<file path="src/rtl/messbauer_sweep_controller.sv">
// rtl/messbauer_sweep_controller.sv - Mossbauer velocity sweep sequencer
module messbauer_sweep_controller #(
    parameter int DATA_WIDTH  = 12,
    parameter int TIMER_WIDTH = 16,
    parameter int COUNT_WIDTH = 16,
    parameter logic [TIMER_WIDTH-1:0] DEF_CHANNEL_DURATION = 3200,
    parameter logic [DATA_WIDTH-1:0]  DEF_DIRECT_CHANNELS  = 512,
    parameter logic [DATA_WIDTH-1:0]  DEF_REVERSE_STEP     = 4
) (
    input  logic                   clk,
    input  logic                   reset,
    input  logic                   cfg_valid,
    output logic                   cfg_ready,
    input  logic [TIMER_WIDTH-1:0] cfg_channel_duration,
    input  logic [DATA_WIDTH-1:0]  cfg_direct_channels,
    input  logic [DATA_WIDTH-1:0]  cfg_reverse_step,
    output logic                   cfg_error,
    input  logic                   start,
    input  logic                   stop,
    output logic                   busy,
    output logic                   dir,
    output logic [DATA_WIDTH-1:0]  channel,
    output logic                   channel_strobe,
    output logic                   cycle_start,
    output logic [COUNT_WIDTH-1:0] cycle_count
);

    typedef enum logic [1:0] {IDLE, DIRECT, REVERSE} state_t;

    localparam logic [TIMER_WIDTH-1:0] ONE_T = 1;
    localparam logic [DATA_WIDTH-1:0]  ONE_D = 1;
    localparam logic [COUNT_WIDTH-1:0] ONE_C = 1;

    state_t                 state, state_nx;
    logic [TIMER_WIDTH-1:0] timer, timer_nx;
    logic [TIMER_WIDTH-1:0] duration, duration_nx;
    logic [DATA_WIDTH-1:0]  direct_channels, direct_channels_nx;
    logic [DATA_WIDTH-1:0]  reverse_step, reverse_step_nx;
    logic [DATA_WIDTH-1:0]  channel_nx;
    logic [COUNT_WIDTH-1:0] cycle_count_nx;
    logic                   dir_nx;
    logic                   stop_pending, stop_pending_nx;
    logic                   channel_strobe_nx, cycle_start_nx, cfg_error_nx;
    logic                   cfg_fire, cfg_bad, timer_end;

    assign cfg_fire  = cfg_valid && (state == IDLE);
    assign cfg_bad   = (cfg_channel_duration == '0) || (cfg_direct_channels == '0) ||
                       (cfg_reverse_step == '0) || (cfg_reverse_step > cfg_direct_channels);
    assign timer_end = (timer == duration - ONE_T);

    always_comb begin
        state_nx           = state;
        timer_nx           = timer;
        duration_nx        = duration;
        direct_channels_nx = direct_channels;
        reverse_step_nx    = reverse_step;
        channel_nx         = channel;
        cycle_count_nx     = cycle_count;
        dir_nx             = dir;
        stop_pending_nx    = stop_pending;
        channel_strobe_nx  = 1'b0;
        cycle_start_nx     = 1'b0;
        cfg_error_nx       = 1'b0;

        case (state)
            IDLE: begin
                if (cfg_fire) begin
                    if (cfg_bad) begin
                        cfg_error_nx = 1'b1;
                    end else begin
                        duration_nx        = cfg_channel_duration;
                        direct_channels_nx = cfg_direct_channels;
                        reverse_step_nx    = cfg_reverse_step;
                    end
                end
                if (start) begin
                    state_nx          = DIRECT;
                    timer_nx          = '0;
                    channel_nx        = '0;
                    dir_nx            = 1'b0;
                    cycle_count_nx    = '0;
                    stop_pending_nx   = 1'b0;
                    cycle_start_nx    = 1'b1;
                    channel_strobe_nx = 1'b1;
                end
            end
            DIRECT: begin
                if (stop)
                    stop_pending_nx = 1'b1;
                if (timer_end) begin
                    timer_nx = '0;
                    if (channel < direct_channels - ONE_D) begin
                        channel_nx        = channel + ONE_D;
                        channel_strobe_nx = 1'b1;
                    end else begin
                        state_nx = REVERSE;
                        dir_nx   = 1'b1;
                    end
                end else begin
                    timer_nx = timer + ONE_T;
                end
            end
            REVERSE: begin
                if (stop)
                    stop_pending_nx = 1'b1;
                if (timer_end) begin
                    timer_nx = '0;
                    if (channel > reverse_step) begin
                        channel_nx = channel - reverse_step;
                    end else begin
                        // Cycle boundary: a stop seen on this very clock still takes effect.
                        channel_nx = '0;
                        dir_nx     = 1'b0;
                        if (cycle_count != '1)
                            cycle_count_nx = cycle_count + ONE_C;
                        if (stop_pending || stop) begin
                            state_nx        = IDLE;
                            stop_pending_nx = 1'b0;
                        end else begin
                            state_nx          = DIRECT;
                            cycle_start_nx    = 1'b1;
                            channel_strobe_nx = 1'b1;
                        end
                    end
                end else begin
                    timer_nx = timer + ONE_T;
                end
            end
            default: state_nx = IDLE;
        endcase
    end

    always_ff @(posedge clk) begin
        if (reset) begin
            state           <= IDLE;
            timer           <= '0;
            duration        <= DEF_CHANNEL_DURATION;
            direct_channels <= DEF_DIRECT_CHANNELS;
            reverse_step    <= DEF_REVERSE_STEP;
            channel         <= '0;
            cycle_count     <= '0;
            dir             <= 1'b0;
            stop_pending    <= 1'b0;
            channel_strobe  <= 1'b0;
            cycle_start     <= 1'b0;
            cfg_error       <= 1'b0;
            busy            <= 1'b0;
            cfg_ready       <= 1'b1;
        end else begin
            state           <= state_nx;
            timer           <= timer_nx;
            duration        <= duration_nx;
            direct_channels <= direct_channels_nx;
            reverse_step    <= reverse_step_nx;
            channel         <= channel_nx;
            cycle_count     <= cycle_count_nx;
            dir             <= dir_nx;
            stop_pending    <= stop_pending_nx;
            channel_strobe  <= channel_strobe_nx;
            cycle_start     <= cycle_start_nx;
            cfg_error       <= cfg_error_nx;
            busy            <= (state_nx != IDLE);
            cfg_ready       <= (state_nx == IDLE);
        end
    end

endmodule
</file>
<file path="config.mk">
export PLATFORM = sky130hd
export DESIGN_NAME = messbauer_sweep_controller
export DESIGN_NICKNAME = d
export VERILOG_FILES = /design/src/rtl/messbauer_sweep_controller.sv
export SDC_FILE = /design/constraint.sdc
export NUM_CORES = 1
export LEC_CHECK = 0
export ABC_AREA = 1
export ABC_CLOCK_PERIOD_IN_PS = 7950
export CAP_MARGIN = 20
export CORE_MARGIN = 10
export CORE_UTILIZATION = 40
export DETAILED_ROUTE_END_ITERATION = 16
export GPL_ROUTABILITY_DRIVEN = 0
export PLACE_DENSITY = 0.65
export SKIP_CTS_REPAIR_TIMING = 1
export SLEW_MARGIN = 20
export SYNTH_ARGS = -nofsm -noshare
export SYNTH_HDL_FRONTEND = slang
export SYNTH_SLANG_ARGS = --single-unit
export TNS_END_PERCENT = 50
</file>
<file path="constraint.sdc">
create_clock -name clk -period 7.95 [get_ports clk]
set_input_delay 1.1925 -clock clk [delete_from_list [all_inputs] [get_ports clk]]
set_output_delay 1.1925 -clock clk [all_outputs]
set_load 0.005 [all_outputs]
</file>
==> results of run 1 <==
## worst paths after layout
path              slack [ns]                from  cells after the start           end
setup / recovery        4.37  direct_channels[0]                     17    channel[5]
hold / removal          0.48        stop_pending                      2  stop_pending
setup reg to reg        4.37  direct_channels[0]                     17    channel[5]
hold reg to reg         0.48        stop_pending                      2  stop_pending
## sequential cells by signal, summed over array words and instances (netlist names)
register,count
duration,16
cycle_start,1
reverse_step,12
state,2
channel,12
dir,1
stop_pending,1
busy,1
timer,16
cfg_error,1
direct_channels,12
channel_strobe,1
cfg_ready,1
cycle_count,16
## routing by layer
metal  global-route usage (%)  up-vias  wire length [microns]  part of all wire, %
met2                    29.81      115                   9024                   48
met4                    3.386        0                    155                 0.83
met5                        0        -                      0                    0
li1                         -     3540                      -                    -
met1                    21.30     3037                   8733                   47
met3                    3.489       11                    780                  4.2
## area by class of cell
class,count,share of cell area [%]
inverters,113,5.333
well taps,220,3.461
multi-input cells,786,53.61
clock inverters,6,0.9596
clock buffers,10,3.005
repair buffers,83,10.22
flip-flops and latches,93,23.41
## metrics by stage
| stage | setup WS (ns) | power (mW) | hold WS [ns] |
|---|---|---|---|
| floorplan | 5.022 | 0.7468 | 0.4457 |
| global placement | 4.047 | 0.8387 | 0.4553 |
| detailed placement | 4.011 | 0.8406 | 0.4595 |
| CTS | 4.383 | 1.303 | 0.4912 |
| global route | 3.960 | 1.378 | 0.5305 |
| finish | 4.370 | 1.291 | 0.4794 |
## layout by cell type (no fill, tap or decap), types with 8 or more instances in the layout
cell type                         instances
sky130_fd_sc_hd__nand4_1                 51
sky130_fd_sc_hd__ha_1                    44
sky130_fd_sc_hd__a21oi_1                 88
sky130_fd_sc_hd__clkbuf_16                9
sky130_fd_sc_hd__nor4_1                  12
sky130_fd_sc_hd__nand2_1                197
sky130_fd_sc_hd__nor3_1                  11
sky130_fd_sc_hd__xor2_1                  37
sky130_fd_sc_hd__o21ai_0                 54
sky130_fd_sc_hd__nor2_1                 155
sky130_fd_sc_hd__dfxtp_1                 93
sky130_fd_sc_hd__nand3_1                 59
sky130_fd_sc_hd__xnor2_1                 13
sky130_fd_sc_hd__nand3b_1                 8
sky130_fd_sc_hd__inv_1                  106
sky130_fd_sc_hd__o21ai_1                 15
sky130_fd_sc_hd__clkdlybuf4s50_1         77
## kinds of logic after synthesis
logic type | synth area share (%)
AO/OA/AOI/OAI | 14.41
XOR/XNOR | 6.540
adder cells (fa/ha/maj) | 8.520
buffers and inverters | 8.595
flip-flops | 27.80
AND/OR/NAND/NOR | 34.14
## worst min-delay path, cell delays in order, from the launching register on
cell and delay (ns):
sky130_fd_sc_hd__dfxtp_1 0.32, sky130_fd_sc_hd__nand2_1 0.06, sky130_fd_sc_hd__a21oi_1 0.06
## power by group through the flow
stage	clock (mW)	sequential, mW	combinational, mW
2_1_floorplan	0	0.520	0.227
3_3_place_gp	0	0.529	0.310
3_5_place_dp	0	0.528	0.313
4_1_cts	0.469	0.518	0.316
5_1_grt	0.492	0.522	0.364
6_report	0.459	0.518	0.315
==> metrics.sh, run 1 <==
STATUS='finished clean'
POSTSYNTH.ASYNCRESETSHARE_PCT=0
SHARE_OF_THE_SYNTHESIZED_AREA_IN_THE_TOP_CELL_TYPE_PCT=27.80
PLACE_AREA_SQ_UM=7639
CTS.CLK_SLEW.WORST_PATHS_NS=0.07
GLOBAL_ROUTE_WIRE_LENGTH_BEFORE_REPAIR_MM=31.91
GRT_REMAINING_OVERFLOW=0
CELL_INT_POWER_mW=0.8687
DPL_WIRE_LENGTH_MM=14.23
TOTALWIRELENGTH_MM=18.69
WORST-ENDPOINT-ARRIVAL_NS=3.77
MIN_PERIOD_OVER_PERIOD_PCT=45.03
MAX_CLOCK_FREQ_MHz=279.3
POWERDENSITY_nW_PER_UM2=162.4
FINALHOLDVIOLCOUNT=0
DETAILROUTE.VIA_COUNT=6703
TYPE_OF_ELEMENT_CAPTURING_THE_CRITICAL_PATH='flop'
CPLARGESTDELAYFAMILY='simple AND/OR/NAND/NOR gates'
CP_SLOWEST_CELL='sky130_fd_sc_hd__nand2_1'
N_FILL_CELL=1734
AREA_GROWTH_SYN_TO_LAYOUT_PCT=18.78
STD_CELL_ROWS=47
POWER.SHARE.COMBINATIONAL_PCT=24.4
SETUP_TOTAL_NEGATIVE_SLACK_NS=0
SYNTH_FLOP_CELL='sky130_fd_sc_hd__dfxtp_1'
CTS_NUM_SINKS=93
POST_SYNTH_MAIN_AREA_CONTRIBUTORS='sky130_fd_sc_hd__dfxtp_1 28%, sky130_fd_sc_hd__nand2_1 11%, sky130_fd_sc_hd__nor2_1 8.7%'
N_ANTENNA_CELL=0
ANTENNA_VIOLATIONS_BEFORE_REPAIR=0
GRT_USE_TOTAL_PCT=17.12
MAXSLEWHEADROOM_PCT=37.17
TIMING.FINAL.MAX_SLEW_VIOLATIONS=0
RATIO_OF_CELLS_WITH_DRIVE_ABOVE_1_IN_THE_FINAL_LAYOUT_PCT=4.125
CTS_TREE='done'
TIGHTESTPINTRANSITION_NS=0.9425
SYNTH_AREA_SQ_UM=6696
AVERAGE_WIRE_PER_STANDARD_CELL_MICRONS=14.26
CRIT_CHAIN='inv_1 -> ha_1 -> nand2_1 -> nor3_1 -> and3_1 -> nand2_1 -> nor2_1 -> xnor2_1 -> ha_1 -> nand4_1 -> inv_1 -> a21oi_1 -> nand2_1 -> nand2_1 -> nand3_2 -> nand2_1 -> a21oi_1'
CRIT_FANOUT=13
NUM_CTS_BUFFERS=9
MULTIINPUTGATEAREA_SQ_UM=4264
CTS-HTREE-LEVELS=3
TIMING.CRITICAL_PATH.SLOWEST_CELL_DELAY_NS=0.39
HOLD_CLASS='reg -> reg'
CLKLATENCYLATEPIN_NS=0.35
SYNTH-SEQ-CELLS=93
SYNTH.NET_COUNT=1116
PERIOD_NEEDED_NS=3.580
NUMBER_OF_GLOBAL_ROUTE_VIAS_BEFORE_REPAIR=6496
SYNTH_CELL_TYPES=43
FINAL_NETS=1176
POWER.CLOCK.FRACTION_PCT=35.5
CORE_AREA_SQ_UM=16520
SEQUENTIALPOWERSHARE_PCT=40.1
WORSTPATHREQUIRED_NS=8.14
FIRST_ITER_VIOLATIONS=391
SYNTH_CELLS=1026
ROUTED_VIA_DENSITY=5.113
SWITCHING_POWER_mW=0.4228
CTS.ROOT.BUFFER_CELL='sky130_fd_sc_hd__clkbuf_16'
FLOORPLAN.IO_PINS=79
AREA.SEQUENTIAL_SQ_UM=1862
FIN_AREA_SQ_UM=7954
GRT_SETUP_UNREPAIRED='no'
DRC_ERRORS=0
CRIT_PATH_START_KIND='flop'
SYNTH_AREA_PER_CELL_SQ_UM=6.527
SETUP_VIOL=0
CRIT_TYPE='reg -> reg'
POST_SYNTH_MOST_FREQUENT_CELLS='197 x sky130_fd_sc_hd__nand2_1, 155 x sky130_fd_sc_hd__nor2_1, 106 x sky130_fd_sc_hd__inv_1'
POWER_SWITCHING_SHARE_PCT=32.74
SYNTH.MOST_COMMON_CELL='sky130_fd_sc_hd__nand2_1'
MAXIMUM_NUMBER_OF_PINS_ON_ONE_NET_BEFORE_GLOBAL_ROUTE_REPAIR=55
FIN_UTIL_PCT=48.13
FLOORPLAN.DIE_AREA_SQ_UM=22320
MAXCAPVIOLCOUNT=0
PORT-BUFFER-COUNT=78
LEAKAGEPOWER_nW=3.240
SYNTH_ENABLE_FLOP_CELLS=0
CELL_TYPE_WITH_THE_HIGHEST_AGGREGATE_AREA_IN_THE_NETLIST='sky130_fd_sc_hd__dfxtp_1'
FIRSTDRTPASSITERS=5
POST_SYNTHESIS_SEQUENTIAL_AREA_RATIO_PCT=27.80
FLOORPLAN.DIE.WIDTH_MICRONS=149.4
LAYOUTNONFILLERINSTCOUNT=1311
REMAINING_NUMBER_OF_NETS_FLAGGED_BY_THE_ANTENNA_CHECK_AFTER_ROUTING=0
CP_COMMON_CELL='sky130_fd_sc_hd__nand2_1'
DIE-HEIGHT_MICRONS=149.4
SYNTH.YOSYS.WARNINGS=0
DP_CELLS=1295
FIN_WORST_SKEW_NS=0.01088
CTS_BUFFER_DEPTH=2
WORST-PATH-BUF-INV=2
VDD.IR_DROP.WORST_mV=0.1015
START_UTIL_PCT=40.52
(Power assumes the default switching activity.)
==> run 2: changes to the inputs <==
Settings changed: ABC_CLOCK_PERIOD_IN_PS 7950 to 3100, PLACE_DENSITY 0.65 to 0.68.
Clock period 7.95 ns to 3.1 ns, I/O delays scaled along.
==> run 2 against run 1 <==
Net effect:
- maximum frequency up 26%
- count of clock-buffer cells in the layout down 1
- sequential power rose to 2.6 times the previous value
- non-clock buffer count rose by 19
- routed wire length rose by 3.2%
- design area is 2.3% higher
- power increased to 2.6 times the previous value
- combinational power rose to 2.7 times the previous value
- first-iteration DRC count grew 1.8%
- critical path type unchanged
==> metrics.sh, run 2 (synthesis results as in run 1) <==
CTS-HTREE-LEVELS=3  # unchanged
HOLD_CLASS='in -> reg'  # was reg -> reg
FLOORPLAN.DIE_AREA_SQ_UM=22320  # unchanged
POWERDENSITY_nW_PER_UM2=409.2  # was 162.4 nW/um^2
FLOORPLAN.DIE.WIDTH_MICRONS=149.4  # unchanged
SETUP_TOTAL_NEGATIVE_SLACK_NS=0  # unchanged
STATUS='finished clean'  # unchanged
FIN_UTIL_PCT=49.24  # was 48.13%
TYPE_OF_ELEMENT_CAPTURING_THE_CRITICAL_PATH='flop'  # unchanged
DETAILROUTE.VIA_COUNT=6895  # was 6703
N_ANTENNA_CELL=0  # unchanged
CP_COMMON_CELL='sky130_fd_sc_hd__nand2_1'  # unchanged
CRIT_PATH_START_KIND='flop'  # unchanged
CPLARGESTDELAYFAMILY='simple AND/OR/NAND/NOR gates'  # unchanged
CTS_BUFFER_DEPTH=2  # unchanged
MAXSLEWHEADROOM_PCT=61.85  # was 37.17%
DIE-HEIGHT_MICRONS=149.4  # unchanged
RATIO_OF_CELLS_WITH_DRIVE_ABOVE_1_IN_THE_FINAL_LAYOUT_PCT=6.306  # was 4.125%
FINAL_NETS=1195  # was 1176
DRC_ERRORS=0  # unchanged
AREA_GROWTH_SYN_TO_LAYOUT_PCT=21.51  # was 18.78%
STD_CELL_ROWS=47  # unchanged
PORT-BUFFER-COUNT=78  # unchanged
ROUTED_VIA_DENSITY=5.184  # was 5.113
GRT_USE_TOTAL_PCT=17.45  # was 17.12%
MAXCAPVIOLCOUNT=0  # unchanged
FINALHOLDVIOLCOUNT=0  # unchanged
PRE_CTS_SLACK_NS=0.2614  # was 4.011 ns
TOP_REGS='cycle_count x16, duration x16, timer x16'  # unchanged
TIGHTESTPINTRANSITION_NS=0.5723  # was 0.9425 ns
POWER.CLOCK.FRACTION_PCT=35.0  # was 35.5%
GRT_REMAINING_OVERFLOW=0  # unchanged
SEQUENTIALPOWERSHARE_PCT=39.9  # was 40.1%
POWER.SHARE.COMBINATIONAL_PCT=25.2  # was 24.4%
MAXIMUM_NUMBER_OF_PINS_ON_ONE_NET_BEFORE_GLOBAL_ROUTE_REPAIR=45  # was 55
FIRST_ITER_VIOLATIONS=398  # was 391
MOST_COMMON_CELL_AFTER_LAYOUT_FILL_AND_TAPS_ASIDE='sky130_fd_sc_hd__nand2_1'  # unchanged
CLKLATENCYLATEPIN_NS=0.36  # was 0.35 ns
CRIT_CHAIN='inv_1 -> ha_1 -> nand2_1 -> nor3_2 -> and3_4 -> nand2_1 -> nor2_1 -> xnor2_1 -> ha_1 -> nand4_1 -> inv_1 -> a21oi_1 -> nand2_1 -> nor2_1 -> nand3_1 -> nand3_1 -> nand3_1 -> nand2_1 -> nand2_1'  # was inv_1 -> ha_1 -> nand2_1 -> nor3_1 -> and3_1 -> nand2_1 -> nor2_1 -> xnor2_1 -> ha_1 -> nand4_1 -> inv_1 -> a21oi_1 -> nand2_1 -> nand2_1 -> nand3_2 -> nand2_1 -> a21oi_1
TOTALWIRELENGTH_MM=19.28  # was 18.69 mm
DPL_WIRE_LENGTH_MM=14.67  # was 14.23 mm
FIRSTDRTPASSITERS=5  # unchanged
WORSTPATHREQUIRED_NS=3.35  # was 8.14 ns
LEAKAGEPOWER_nW=3.343  # was 3.240 nW
CTS_NUM_SINKS=93  # unchanged
REMAINING_NUMBER_OF_NETS_FLAGGED_BY_THE_ANTENNA_CHECK_AFTER_ROUTING=0  # unchanged
MAX_CLOCK_FREQ_MHz=351.7  # was 279.3 MHz
CTS_TREE='done'  # unchanged
SWITCHING_POWER_mW=1.105  # was 0.4228 mW
FIN_WORST_SKEW_NS=0.009395  # was 0.01088 ns
AVERAGE_WIRE_PER_STANDARD_CELL_MICRONS=14.50  # was 14.26 microns
POWER_SWITCHING_SHARE_PCT=33.19  # was 32.74%
CTS.CLK_SLEW.WORST_PATHS_NS=0.07  # about the same
GLOBAL_ROUTE_WIRE_LENGTH_BEFORE_REPAIR_MM=32.37  # was 31.91 mm
WORST-PATH-BUF-INV=2  # unchanged
PERIOD_NEEDED_NS=2.844  # was 3.580 ns
FINAL.SETUP.WORST_SLACK_NS=0.2564  # was 4.370 ns
CRIT_TYPE='reg -> reg'  # unchanged
TIMING.CRITICAL_PATH.SLOWEST_CELL_DELAY_NS=0.34  # was 0.39 ns
FINAL_CELL_MIX='196 x sky130_fd_sc_hd__nand2_1, 155 x sky130_fd_sc_hd__nor2_1, 106 x sky130_fd_sc_hd__inv_1'  # was 197 x sky130_fd_sc_hd__nand2_1, 155 x sky130_fd_sc_hd__nor2_1, 106 x sky130_fd_sc_hd__inv_1
MIN_PERIOD_OVER_PERIOD_PCT=91.73  # was 45.03%
ANTENNA_VIOLATIONS_BEFORE_REPAIR=0  # unchanged
WORST-ENDPOINT-ARRIVAL_NS=3.09  # was 3.77 ns
NUM_CTS_BUFFERS=9  # unchanged
CP_SLOWEST_CELL='sky130_fd_sc_hd__dfxtp_1'  # was sky130_fd_sc_hd__nand2_1
CTS.ROOT.BUFFER_CELL='sky130_fd_sc_hd__clkbuf_16'  # unchanged
TIMING.FINAL.MAX_SLEW_VIOLATIONS=0  # unchanged
N_FILL_CELL=1660  # was 1734
CRIT_FANOUT=4  # was 13
CELL_INT_POWER_mW=2.225  # was 0.8687 mW
VDD.IR_DROP.WORST_mV=0.2477  # was 0.1015 mV
NUMBER_OF_GLOBAL_ROUTE_VIAS_BEFORE_REPAIR=6639  # was 6496
CORE_AREA_SQ_UM=16520  # unchanged
START_UTIL_PCT=40.52  # unchanged
FLOORPLAN.IO_PINS=79  # unchanged
SETUP_VIOL=0  # unchanged
## run 2: final cells by class
type                            instances  area [sq um]  area share [%]
Clock inverter                          7         78.83          0.9688
Multi-Input combinational cell        786          4299           52.84
Inverter                              113         424.2           5.213
Timing Repair Buffer                  102         972.2           11.95
Clock buffer                            9         225.2           2.768
Sequential cell                        93          1862           22.88
Tap cell                              220         275.3           3.383
## run 2: power groups by stage
stage               Sequential [mW]  Combinational (mW)  Clock [mW]
floorplan                      1.33               0.583           0
global placement               1.35               0.803           0
detailed placement             1.35               0.809           0
CTS                            1.33               0.815        1.18
global route                   1.34               0.957        1.23
finish                         1.33               0.837        1.16
## run 2: path summary, 6_finish.rpt
kind,startpoint,endpoint,slack (ns),cells past startpoint
max reg2reg,direct_channels[0],busy,0.26,19
max,direct_channels[0],busy,0.26,19
min reg2reg,stop_pending,stop_pending,0.47,2
min,reset,timer[5],0.42,2
## run 2: through the flow
stage	hold slack (ns)	area (sq um)	std cells	power, mW
4_1_cts	0.4162	8090	1329	3.325
5_1_grt	0.4483	8137	1330	3.522
3_5_place_dp	0.4640	7786	1313	2.162
3_3_place_gp	0.4556	7786	1313	2.157
6_report	0.4235	8137	1330	3.330
2_1_floorplan	0.4457	6696	1026	1.915
## run 2: routing by layer
metal	part of all wire, %	up-vias	track usage [%]	routed length [microns]
met5	0	-	0	0
met1	45	3127	21.71	8651
li1	-	3579	-	-
met4	2.4	0	6.477	461
met3	5.0	28	3.064	955
met2	48	161	29.36	9215
